--- src/rtl/lab1_pkg.sv ---
// Shared definitions for the lab sequential library.
// Holds the width limit and the boundary-mode encoding used by the counters.
package lab1_pkg;

  localparam int WIDTH_MAX = 16;

  typedef enum logic {
    WRAP = 1'b0,
    SAT  = 1'b1
  } bound_mode_e;

endpackage

--- src/rtl/toggle_cell.sv ---
// One bit of toggle storage: synchronous clear, parallel load, toggle on t.
// Load wins over t so a parallel load never races a count step.
module toggle_cell (
  input  logic clk,
  input  logic rst,
  input  logic load,
  input  logic load_bit,
  input  logic t,
  output logic q
);

  always_ff @(posedge clk) begin
    if (rst) begin
      q <= 1'b0;
    end else if (load) begin
      q <= load_bit;
    end else if (t) begin
      q <= ~q;
    end
  end

endmodule

--- src/rtl/toggle_counter.sv ---
// Up/down counter built from a chain of toggle cells, with wrap or saturate
// behaviour at the bound and a registered terminal-count flag.
module toggle_counter
  import lab1_pkg::*;
#(
  parameter int WIDTH = 4
) (
  input  logic             clk,
  input  logic             rst,
  input  logic             en,
  input  logic             up,
  input  logic             sat,
  input  logic             load,
  input  logic [WIDTH-1:0] load_val,
  output logic [WIDTH-1:0] q,
  output logic             tc
);

  // ones_chain[i] / zeros_chain[i]: bits below i are all ones / all zeros.
  // The top entry doubles as the bound detect for each direction.
  logic [WIDTH:0]   ones_chain;
  logic [WIDTH:0]   zeros_chain;
  logic [WIDTH-1:0] t;
  logic             at_bound;
  logic             hold;
  logic             step;
  bound_mode_e      mode;

  assign ones_chain[0]  = 1'b1;
  assign zeros_chain[0] = 1'b1;

  for (genvar i = 0; i < WIDTH; i++) begin : g_chain
    assign ones_chain[i+1]  = ones_chain[i]  &  q[i];
    assign zeros_chain[i+1] = zeros_chain[i] & ~q[i];
  end

  assign mode     = sat ? SAT : WRAP;
  assign at_bound = up ? ones_chain[WIDTH] : zeros_chain[WIDTH];
  assign hold     = (mode == SAT) && at_bound;
  assign step     = en && !hold;

  // Saturation gates every toggle at once, so the value freezes at the bound.
  always_comb begin
    t = '0;
    for (int i = 0; i < WIDTH; i++) begin
      t[i] = step & (up ? ones_chain[i] : zeros_chain[i]);
    end
  end

  for (genvar i = 0; i < WIDTH; i++) begin : g_cell
    toggle_cell u_cell (
      .clk      (clk),
      .rst      (rst),
      .load     (load),
      .load_bit (load_val[i]),
      .t        (t[i]),
      .q        (q[i])
    );
  end

  // tc reflects the bound seen on this enabled edge; loads never raise it.
  always_ff @(posedge clk) begin
    if (rst) begin
      tc <= 1'b0;
    end else if (load) begin
      tc <= 1'b0;
    end else begin
      tc <= en & at_bound;
    end
  end

endmodule

--- config.mk ---
export PLATFORM = sky130hd
export DESIGN_NAME = toggle_counter
export DESIGN_NICKNAME = d
export VERILOG_FILES = /design/src/rtl/lab1_pkg.sv /design/src/rtl/toggle_cell.sv /design/src/rtl/toggle_counter.sv
export SDC_FILE = /design/constraint.sdc
export NUM_CORES = 1
export LEC_CHECK = 0
export CORE_AREA = 4 4 41 43
export CTS_BUF_LIST = sky130_fd_sc_hd__clkbuf_4
export CTS_CLUSTER_SIZE = 40
export DETAILED_ROUTE_END_ITERATION = 16
export DIE_AREA = 0 0 45 47
export HOLD_SLACK_MARGIN = 0.05
export PLACE_DENSITY_LB_ADDON = 0.08
export SLEW_MARGIN = 20
export SYNTH_ARGS = -nofsm -noshare
export SYNTH_HDL_FRONTEND = slang
export SYNTH_SLANG_ARGS = --single-unit
export TNS_END_PERCENT = 100
--- constraint.sdc ---
create_clock -name clk -period 1.9 [get_ports clk]
set_input_delay 0.19 -clock clk [delete_from_list [all_inputs] [get_ports clk]]
set_output_delay 0.19 -clock clk [all_outputs]
set_load 0.02 [all_outputs]
Yosys cells after proc, flatten, opt, wreduce, memory -nomap -nowiden --
Cells that the tools add are included.
Storage, ports and cells: output and inout bits 5, register bits after elaboration 5
Cells by class: multiplexer cells 13, bitwise gates (word level) 14, reductions and logical operators 8
Operators by type and width (count):
- 1-bit 2-to-1 mux | 13
- 1-bit AND | 10
- 2-bit nonzero test | 4
- 1-bit inverter | 4
- 1-bit logical AND | 2
- 2-bit OR reduction | 1
- 1-bit logical NOT | 1

Logic depth before layout (Yosys ltp) --
Gate-level depths: netlist of the first run.
depth after elaboration 11, mapped depth 4, mapped depth without buffers 4

Hierarchy --
From an unflattened synthesis of the first run, not the netlist that was laid out.
Second synthesis, totals: cell total of the unflattened synthesis 36, area total of the unflattened synthesis 325.3 µm²
By module, submodules not included:
- toggle_cell | sequential area each 20.0 µm², area each 51.3 µm², times used 4, cells an instance 5
- toggle_counter | sequential area each 20.0 µm², area each 120.1 µm², times used 1, cells an instance 16

Worst setup path before layout of the first run --
No wires, ideal clock.
path type register to register, from register g_cell[1].u_cell.q, to register g_cell[1].u_cell.q, slack 350 ps, clock period less this slack 1550 ps, arrival 1431 ps, buffers on the path 0, stages on the path, launching flop included 5, path through dfxtp_1 or4_4 o221ai_4 nor3_1 o31a_1
On the way: cells in the longest elaborated chain, start to end 10
Ends and longest elaborated chain:
- start: declaration | RTL line toggle_cell.sv:9 | output logic q
- start signal: assignment | RTL line toggle_cell.sv:16 | q <= load_bit;
- start signal: assignment | RTL line toggle_cell.sv:18 | q <= ~q;
- 1-bit inverter | RTL line toggle_cell.sv:18, toggle_counter.sv:34
- 1-bit AND (3 in series) | RTL line toggle_counter.sv:34 | assign zeros_chain[i+1] = zeros_chain[i] & ~q[i];
- 1-bit 2-to-1 mux | RTL line toggle_counter.sv:38 | assign at_bound = up ? ones_chain[WIDTH] : zeros_chain[WIDTH];
- 1-bit logical AND | RTL line toggle_counter.sv:39 | assign hold = (mode == SAT) && at_bound;
- 1-bit logical NOT | RTL line toggle_counter.sv:40 | assign step = en && !hold;
- 1-bit logical AND | RTL line toggle_counter.sv:40
- 1-bit AND | RTL line toggle_counter.sv:46 | t[i] = step & (up ? ones_chain[i] : zeros_chain[i]);
- 2-bit nonzero test (no source line)
Parallel ways exist; a longest one is shown, timed or not. The select of a mux whose other input is x is not followed. A chain may end at the register's enable or synchronous reset.

Final worst setup path of the first run --
from register g_cell[1].u_cell.q, to register g_cell[2].u_cell.q
On the way: cells in the longest elaborated chain, start to end 10
Ends and longest elaborated chain (RTL line):
- 1-bit inverter | toggle_counter.sv:34
- 1-bit AND (3 in series) | toggle_counter.sv:34
- 1-bit 2-to-1 mux | toggle_counter.sv:38
- 1-bit logical AND | toggle_counter.sv:39
- 1-bit logical NOT | toggle_counter.sv:40
- 1-bit logical AND | toggle_counter.sv:40
- 1-bit AND * | toggle_counter.sv:46
- 2-bit nonzero test (no source line) *
- end signal: assignment | toggle_cell.sv:16
- end signal: assignment | toggle_cell.sv:18
- end: declaration | toggle_cell.sv:9
Mark *: on every way between the ends. The rest lies on a longest branch, timed or not.

==> metrics.md, run 1 <==
| Metric | Value |
|---|---|
| Remaining DRCs | `0` |
| Final number of setup-violating endpoints | `0` |
| DR pass1 iterations | `3` |
| Syn Nets | `53` |
| Starting Density | `27.9%` |
| Worst Skew | `0.857 ps` |
| CP max FO | `7` |
| CTS tree | `built` |
| Final Cycle Share | `85.3%` |
| CP endpoint kind | `flip-flop` |
| Sink Count | `5` |
| Yosys reg bits | `5` |
| Status | `completed` |
| Register area | `100 um^2` |
| Final setup TNS | `0 ps` |
| Post-Syn Instances | `43` |
| Max-slew headroom | `82.6%` |
| Tot Pwr | `353 uW` |
| Max Slew Vio Count | `0` |
| LEAKAGE | `0.000211 uW` |
| RSZ-0062 raised after global routing | `false` |
| GRT Total Usage | `8.15%` |
| Die area | `0.00212 mm^2` |
| Peak supply drop | `315 uV` |
| Tmin final | `1620 ps` |
| Clock buffer depth | `2` |
| Least-Margin Pin Slew | `260 ps` |
| DR WL/cell | `10.4 um` |
| Hold Path Stages | `3` |
| Root Driver | `clkbuf_4` |
| R2r endpoint | `g_cell[2].u_cell.q` |
| CP Data Required Time | `2030 ps` |
| H-tree depth | `1` |
| Synthesized cell area | `363 um^2` |
| Diode count | `0` |
| First-pass GRT wire length | `1200 um` |
| Syn Area/Cell | `8.44 um^2` |
| Most common cell after layout, fill and taps aside | `clkdlybuf4s50_1` |
| Buffers on Ports | `14` |
| MaxCap Viol Count | `0` |
| CP arrival | `1750 ps` |
| FILL cells | `137` |
| Hold buffers post-CTS | `0` |
| Placed Area | `495 um^2` |
| Power per cell area | `672 mW/mm^2` |
| IO Pins | `15` |
| Largest net degree at the start of global routing | `9` |
| Multi-input gate area | `214 um^2` |
| Critical-path cell list | `or4_4, o221ai_4, nor3_1, o31a_1` |
| Min-Delay Path Class | `primary input to flip-flop` |
| Critical Path Max Stage Delay | `590 ps` |
| HP Start | `load_val[3]` |
| Final Hold Vio Count | `0` |
| Die span in y | `47 um` |
| Most frequent cells in the layout | `clkdlybuf4s50_1 (14), dfxtp_1 (5), inv_1 (4), clkbuf_4 (4)` |
| GPL Wtd Cong | `0.708` |
| Critical Path Source Type | `flip-flop` |
| Hold endpoint | `g_cell[3].u_cell.q` |
| Area Overhead vs Synth | `44.8%` |
| R2r worst-path depth | `4` |
| Fmax | `617 MHz` |
| Clock transition at the registers of the reported paths | `40 ps` |
| Grt ovf | `0` |
| DR vias/cell | `4.76` |
| Cell area after layout | `526 um^2` |
| Post-CTS sizing | `0` |
| Area of the core | `0.00130 mm^2` |
| Num CTS Buffers | `3` |
| Netlist cell types | `22` |
| R2r startpoint | `g_cell[1].u_cell.q` |
| Initial DRC count | `4` |
| Remaining antenna violation count | `0` |
| Die Wd | `45 um` |
| Detailed Route WL | `748 um` |
| Synthesis Warnings | `0` |
| Vias in the first global route | `290` |
| Postcts setup bufs | `0` |
| Critical path class | `flip-flop to flip-flop` |
| # nets final | `68` |
| Part of the Yosys area used for sequential elements | `27.6%` |
| CP max stage cell | `or4_4` |
| Reg-to-reg slack, setup | `280 ps` |
| Layout cell share with drive strength beyond 1 | `15.8%` |
| Initial antenna violation count | `0` |
| HPWL after detailed placement | `625 um` |
| DR vias | `343` |
| Clk_lat worst skew | `240 ps` |
| Row cnt | `13` |
[flip-flops by register name (all words and copies together), names as in the netlist]
register         cells
g_cell.u_cell.q      4
tc                   1
[layout make-up]
type	instances	share of cell area (%)
flip-flops and latches	5	19.0
repair buffers	15	28.1
inverters	4	2.86
multi-input cells	29	40.7
clock buffers	4	5.71
well taps	15	3.57
[through the flow]
step | setup WS (ps) | utilization (%) | std cells | hold WS, ps
after floorplan | 350 | - | 43 | 329
after detailed placement | 90.0 | 38.1 | 68 | 618
final | 280 | 40.4 | 72 | 541
after global placement | 120 | 38.1 | 68 | 626
after global routing | 195 | 40.4 | 72 | 590
after CTS | 265 | 40.4 | 72 | 539
[how the worst max path moves through the flow]
stage | slack [ps] | cells after the start | from | end
2_1_floorplan | 350 | 4 | g_cell[1].u_cell.q | g_cell[1].u_cell.q
3_3_place_gp | 120 | 5 | up | g_cell[2].u_cell.q
3_5_place_dp | 90 | 5 | up | g_cell[2].u_cell.q
4_1_cts | 260 | 4 | g_cell[1].u_cell.q | g_cell[2].u_cell.q
5_1_grt | 190 | 4 | g_cell[1].u_cell.q | g_cell[2].u_cell.q
6_report | 280 | 4 | g_cell[1].u_cell.q | g_cell[2].u_cell.q
[critical path: cells and delay by family (launching register included)]
family	cells	cell delay, ps
AOI/OAI and AO/OA	2	490
DFF	1	350
and+or+nand+nor	2	670
[layer usage]
layer	vias up	part of all wire (%)	track usage, %
met4	0	3.1	7.02
met1	145	45	10.3
met5	-	0	0
met2	14	42	11.0
li1	181	-	-
met3	3	9.9	2.68
[kinds of logic after synthesis]
logic type	count (synthesis)	share of synthesized area (%)
compound gates	13	29.3
xor+xnor	2	4.83
buf+inv	9	13.4
flops	5	27.6
mux	1	2.76
simple gates	13	22.1
[cell usage after synthesis]
cell,instances,area [um^2]
dfxtp_1,5,100
buf_4,4,30.0
inv_1,4,15.0
a21oi_1,3,15.0
nor3_1,3,15.0
o21a_1,3,22.5
and3_1,2,12.5
nor2_1,2,7.51
o211ai_1,2,15.0
o21ai_0,2,10.0
o31a_1,2,17.5
and3_2,1,7.51
buf_1,1,3.75
mux2i_1,1,10.0
nand2_1,1,3.75
nand3b_1,1,7.51
nand4_1,1,6.26
o221ai_4,1,26.3
or2b_2,1,8.76
or4_4,1,11.3
xnor2_1,1,8.76
xor2_1,1,8.76
[power breakdown]
group | leakage, uW | switching [uW] | internal [uW]
Combinational | 0.000151 | 40.4 | 52.2
Clock | 0.0000184 | 43.5 | 93.6
Sequential | 0.0000414 | 10.9 | 113
No activity file was read; power rests on OpenSTA's default activity.
==> run 2, diff against run 1 <==
--- a/config.mk
+++ b/config.mk
@@ -15,5 +15,6 @@
 export SLEW_MARGIN = 20
 export SYNTH_ARGS = -nofsm -noshare
 export SYNTH_HDL_FRONTEND = slang
+export SYNTH_HIERARCHICAL = 1
 export SYNTH_SLANG_ARGS = --single-unit
 export TNS_END_PERCENT = 100
==> metrics.md, run 2 <==
| Metric | Value |
|---|---|
| Status | `completed` |
| LEAKAGE | `0.000207 uW (-1.8%)` |
| Synthesized cell area | `325 um^2 (-10%)` |
| Peak supply drop | `311 uV (-1.3%)` |
| DR WL/cell | `10.8 um (+4.3%)` |
| Vias in the first global route | `345 (+19%)` |
| # nets final | `67 (-1.5%)` |
| Final Hold Vio Count | `0 (unchanged)` |
| Max-slew headroom | `82.4% (-0.17 points)` |
| RSZ-0062 raised after global routing | `false` |
| R2r worst-path depth | `5 (+1)` |
| Remaining antenna violation count | `0 (unchanged)` |
| Hold buffers post-CTS | `0 (unchanged)` |
| CP endpoint kind | `flip-flop` |
| Power per cell area | `687 mW/mm^2 (+2.2%)` |
| DR vias | `313 (-8.7%)` |
| Initial antenna violation count | `0 (unchanged)` |
| Least-Margin Pin Slew | `263 ps (+2.55 ps)` |
| Area of the core | `0.00130 mm^2 (unchanged)` |
| Util after Layout | `40.7% (+0.29 points)` |
| Critical-path cell list | `or4_4, o221ai_2, nor2_1, xnor2_1, a211oi_2` |
| CP max FO | `6 (-1)` |
| Top reg by flops | `g_cell.u_cell/q` |
| Root Driver | `clkbuf_4` |
| Worst Skew | `0.156 ps (-0.700 ps)` |
| Netlist cell types | `17 (-23%)` |
| GRT Total Usage | `9.41% (+1.3 points)` |
| Final number of setup-violating endpoints | `0 (unchanged)` |
| DR pass1 iterations | `3 (unchanged)` |
| Main area contributors after synthesis | `dfxtp_1 (31%), a211oi_2 (15%), xnor2_1 (11%)` |
| Yosys reg bits | `5 (unchanged)` |
| Final Cycle Share | `89.2% (+4.0 points)` |
| Hold Path Stages | `2 (-1)` |
| Min-Delay Path Class | `primary input to flip-flop` |
| Placed cells | `67 (-1.5%)` |
| H-tree depth | `1 (unchanged)` |
| Post-Syn Instances | `36 (-16%)` |
| CTS tree | `built` |
| Initial DRC count | `5 (+1)` |
| Tmin final | `1700 ps (+75.2 ps)` |
| Most common cell after layout, fill and taps aside | `clkdlybuf4s50_1` |
| Clock buffer depth | `2 (unchanged)` |
| FILL cells | `145 (+5.8%)` |
| Postcts setup bufs | `0 (unchanged)` |
| Part of the Yosys area used for sequential elements | `30.8% (+3.2 points)` |
| Largest regs | `g_cell.u_cell/q: 4 flops, tc: 1 flops` |
| HPWL after detailed placement | `688 um (+10%)` |
| Synth async-reset ratio | `0% (unchanged)` |
| Post-CTS sizing | `0 (unchanged)` |
| Remaining DRCs | `0 (unchanged)` |
| Most frequent cells in the layout | `clkdlybuf4s50_1 (14), inv_1 (5), dfxtp_1 (5)` |
| Max Slew Vio Count | `0 (unchanged)` |
| Buffers on Ports | `14 (unchanged)` |
| Layout Cells excl Fill | `71 (-1.4%)` |
| IO Pins | `15 (unchanged)` |
| DR vias/cell | `4.41 (-7.5%)` |
| Clock transition at the registers of the reported paths | `40 ps (about the same)` |
| Critical Path Source Type | `flip-flop` |
| CP Buf/Inv Count | `0 (unchanged)` |
| CP max stage cell | `or4_4` |
| Area leader, netlist | `dfxtp_1` |
| Row cnt | `13 (unchanged)` |
| Num CTS Buffers | `3 (unchanged)` |
| WP depth | `5 (+1)` |
| Fmax | `590 MHz (-4.4%)` |
| GPL Wtd Cong | `0.722 (+1.9%)` |
| Largest net degree at the start of global routing | `10 (+1)` |
| Sink Count | `5 (unchanged)` |
| Critical Path Max Stage Delay | `570 ps (-20 ps)` |
| Synth top cells by count | `dfxtp_1 (5), inv_1 (5), a211oi_2 (4), nor2b_1 (4), xnor2_1 (4)` |
| Detailed Route WL | `769 um (+2.8%)` |
| Final setup TNS | `0 ps (unchanged)` |
| Critical path class | `flip-flop to flip-flop` |
| EDFF count, synth | `0 (unchanged)` |
| Max reg flops | `4 (unchanged)` |
| Diode count | `0 (unchanged)` |
| Syn Area/Cell | `9.04 um^2 (+7.1%)` |
| Die span in y | `47 um (unchanged)` |
| First-pass GRT wire length | `1390 um (+16%)` |
| Layout cell share with drive strength beyond 1 | `21.4% (+5.6 points)` |
| Synthesis Warnings | `6 (+6)` |
| Starting Density | `25.0% (-2.9 points)` |
| Die Wd | `45 um (unchanged)` |
| Area Overhead vs Synth | `62.7%` |
| Die area | `0.00212 mm^2 (unchanged)` |
| Synth Flop Type | `dfxtp_1` |
| Grt ovf | `0 (unchanged)` |
| CP arrival | `1850 ps (+100 ps)` |
| MaxCap Viol Count | `0 (unchanged)` |
| Clk_lat worst skew | `240 ps (about the same)` |
| Delay-heaviest family, CP | `simple AND/OR/NAND/NOR gates` |
| CP Data Required Time | `2060 ps (+30 ps)` |
| Syn Nets | `46 (-13%)` |
| Top-area cell type share of the netlist area | `30.8% (+3.2 points)` |
==> run 2: through the flow <==
step,hold WS [ps],setup WS (ps),area (um^2),power (uW)
after floorplan,255,248,325,180
after global placement,651,103,499,230
after detailed placement,643,29.3,499,232
after CTS,582,180,529,374
after global routing,579,86.5,529,391
final,587,205,529,364
==> run 2: layer usage <==
| layer | share of wire (%) | global-route usage, % | wire length, um |
|---|---|---|---|
| met3 | 7.0 | 4.98 | 54 |
| met1 | 38 | 9.57 | 295 |
| met5 | 0 | 0 | 0 |
| met4 | 0 | 3.51 | 0 |
| met2 | 54 | 16.4 | 419 |
==> run 2: report_power, final <==
| group | switching, uW | total, uW | internal, uW | leakage (uW) |
|---|---|---|---|---|
| sequential | 9.05 | 123 | 113 | 0.0000414 |
| combinational | 46.9 | 107 | 59.8 | 0.000147 |
| clock | 41.1 | 135 | 93.5 | 0.0000184 |
==> run 2: path summary, 6_finish.rpt <==
check | startpoint | end | slack (ps)
max reg2reg | g_cell[1].u_cell/q | g_cell[1].u_cell/q | 200
min reg2reg | g_cell[2].u_cell/q | g_cell[2].u_cell/q | 650
max | g_cell[1].u_cell/q | g_cell[1].u_cell/q | 200
min | en | tc | 590
==> run 2: kinds of logic (layout without fill, tap and decap cells) <==
logic type,after synthesis,in the layout,share of synthesized area (%)
simple gates,13,13,23.8
compound gates,7,7,23.1
flops,5,5,30.8
mux,1,1,3.08
xor+xnor,5,5,13.5
buf+inv,5,25,5.77
==> run 2: cell type report <==
| cell class | instances | area [um^2] | area share (%) |
|---|---|---|---|
| Clock buffer | 4 | 30.0 | 5.67 |
| Inverter | 5 | 18.8 | 3.55 |
| Multi-Input combinational cell | 26 | 206 | 39.0 |
| Sequential cell | 5 | 100 | 18.9 |
| Tap cell | 15 | 18.8 | 3.55 |
| Timing Repair Buffer | 16 | 155 | 29.3 |
==> run 3, diff against run 2 <==
--- a/config.mk
+++ b/config.mk
@@ -11,7 +11,6 @@
 export DETAILED_ROUTE_END_ITERATION = 16
 export DIE_AREA = 0 0 45 47
 export HOLD_SLACK_MARGIN = 0.05
-export PLACE_DENSITY_LB_ADDON = 0.08
 export SLEW_MARGIN = 20
 export SYNTH_ARGS = -nofsm -noshare
 export SYNTH_HDL_FRONTEND = slang
==> metrics.md, run 3 (same netlist as run 2, synthesis figures left out) <==
| Metric | Value |
|---|---|
| Post-CTS sizing | `0 (unchanged)` |
| Top reg by flops | `g_cell.u_cell/q` |
| Detailed Route WL | `696 um (-9.5%)` |
| Remaining antenna violation count | `0 (unchanged)` |
| Peak supply drop | `231 uV (-26%)` |
| Final Hold Vio Count | `0 (unchanged)` |
| Layout Cells excl Fill | `71 (unchanged)` |
| Delay-heaviest family, CP | `simple AND/OR/NAND/NOR gates` |
| Remaining DRCs | `0 (unchanged)` |
| Diode count | `0 (unchanged)` |
| First-pass GRT wire length | `1060 um (-24%)` |
| Switching pwr | `95.8 uW (-1.2%)` |
| Final setup TNS | `0 ps (unchanged)` |
| Clock transition at the registers of the reported paths | `40 ps (about the same)` |
| Postcts setup bufs | `0 (unchanged)` |
| CP arrival | `1820 ps (-30 ps)` |
| Power share of the combinational group | `28.9% (-0.4 points)` |
| Cell area after layout | `529 um^2 (unchanged)` |
| Final number of setup-violating endpoints | `0 (unchanged)` |
| DR vias | `296 (-5.4%)` |
| Largest regs | `g_cell.u_cell/q: 4 flops, tc: 1 flops` |
| Hold buffers post-CTS | `0 (unchanged)` |
| Die span in y | `47 um (unchanged)` |
| FILL cells | `145 (unchanged)` |
| Num CTS Buffers | `3 (unchanged)` |
| Root Driver | `clkbuf_4` |
| CP Buf/Inv Count | `0 (unchanged)` |
| Critical Path Max Stage Delay | `560 ps (about the same)` |
| Power per cell area | `685 mW/mm^2 (-0.33%)` |
| Most common cell after layout, fill and taps aside | `clkdlybuf4s50_1` |
| Switching Share | `26.4% (-0.24 points)` |
| R2r startpoint | `g_cell[1].u_cell/q` |
| Final Cycle Share | `87.7% (-1.6 points)` |
| DR pass1 iterations | `3 (unchanged)` |
| M2 GR Usage | `8.19% (-8.2 points)` |
| Critical-path cell list | `or4_4, o221ai_2, a21oi_1, xnor2_1, a211oi_2` |
| Die Wd | `45 um (unchanged)` |
| Internal cell power | `267 uW (about the same)` |
| Layout cell share with drive strength beyond 1 | `21.4% (unchanged)` |
| Initial DRC count | `4 (-1)` |
| CP Data Required Time | `2060 ps (about the same)` |
| DR vias/cell | `4.17 (-5.4%)` |
| Starting Density | `25.0% (unchanged)` |
| H-tree depth | `1 (unchanged)` |
| CP max stage cell | `or4_4` |
| Multi-input gate area | `206 um^2 (unchanged)` |
| Area of the core | `0.00130 mm^2 (unchanged)` |
| CP max FO | `6 (unchanged)` |
| Flop pwr share | `33.9% (+0.2 points)` |
| Largest net degree at the start of global routing | `10 (unchanged)` |
| RSZ-0062 raised after global routing | `false` |
| GRT Total Usage | `7.81% (-1.6 points)` |
| Register area | `100 um^2 (unchanged)` |
| GPL Wtd Cong | `0.746 (+3.4%)` |
| Critical path class | `flip-flop to flip-flop` |
| Clk pwr share | `37.2% (+0.2 points)` |
| Max Slew Vio Count | `0 (unchanged)` |
| Max reg flops | `4 (unchanged)` |
| Sink Count | `5 (unchanged)` |
| Vias in the first global route | `252 (-27%)` |
| CTS tree | `built` |
| IO Pins | `15 (unchanged)` |
| MaxCap Viol Count | `0 (unchanged)` |
| Clk_lat worst skew | `240 ps (about the same)` |
| Worst Skew | `0.476 ps (+0.320 ps)` |
| Fmax | `600 MHz (+1.8%)` |
| Met1 Use GR | `9.75% (+0.18 points)` |
| Max-slew headroom | `82.2% (-0.19 points)` |
| Tmin final | `1670 ps (-29.5 ps)` |
| GRT Max-Usage Layer | `met4` |
| HP Start | `en` |
| Min-Delay Path Class | `primary input to flip-flop` |
| Row cnt | `13 (unchanged)` |
| DR WL/cell | `9.80 um (-9.5%)` |
| Area Overhead vs Synth | `62.7% (unchanged)` |
| Placed cells | `67 (unchanged)` |
| Critical Path Source Type | `flip-flop` |
| Least-Margin Pin Slew | `266 ps (+2.78 ps)` |
| Grt ovf | `0 (unchanged)` |
| Die area | `0.00212 mm^2 (unchanged)` |
| LEAKAGE | `0.000207 uW (unchanged)` |
| HPWL after detailed placement | `558 um (-19%)` |
| Met3 GRT Util | `3.45% (-1.5 points)` |
| CP endpoint kind | `flip-flop` |
| Initial antenna violation count | `0 (unchanged)` |
| Most frequent cells in the layout | `clkdlybuf4s50_1 (14), inv_1 (5), dfxtp_1 (5)` |
| # nets final | `67 (unchanged)` |
| Status | `completed` |
| Clock buffer depth | `2 (unchanged)` |
| Placed Area | `499 um^2 (unchanged)` |
| CP startpoint | `g_cell[1].u_cell/q` |
| Worst Hold Slack | `585 ps (-2.50 ps)` |
| Buffers on Ports | `14 (unchanged)` |
==> run 3: power groups by stage <==
stage               clock [uW]  combinational, uW  sequential [uW]
global route               153                113              124
global placement             0                105              125
detailed placement           0                105              125
finish                     135                105              123
CTS                        142                106              123
floorplan                    0               44.6              135
==> run 3: worst register-to-register path, cell delays in order (launching register included) <==
cell      delay, ps
dfxtp_1         350
or4_4           560
o221ai_2        210
a21oi_1          90
xnor2_1         150
a211oi_2        220
==> run 3: worst paths after layout <==
kind	slack, ps	endpoint	cells after the start
max	230	g_cell[2].u_cell/q	5
min	580	tc	2
max reg2reg	230	g_cell[2].u_cell/q	5
min reg2reg	670	g_cell[1].u_cell/q	2
==> run 3: final cells by class <==
| class | count | share of cell area, % |
|---|---|---|
| well taps | 15 | 3.55 |
| flip-flops and latches | 5 | 18.9 |
| clock buffers | 4 | 5.67 |
| inverters | 5 | 3.55 |
| multi-input cells | 26 | 39.0 |
| repair buffers | 16 | 29.3 |
==> run 3: layer usage <==
layer	vias to the layer above	wire (um)	part of all wire, %
met4	0	0	0
met2	9	303	44
met1	123	344	49
met5	-	0	0
met3	0	49	7.0
li1	164	-	-
==> run 3: metrics by stage <==
stage | setup slack [ps] | total power, uW | utilization, %
finish | 234 | 363 | 40.7
global route | 82.1 | 390 | 40.7
CTS | 217 | 370 | 40.7
detailed placement | 83.6 | 230 | 38.4
global placement | 122 | 230 | 38.4
floorplan | 248 | 180 | -
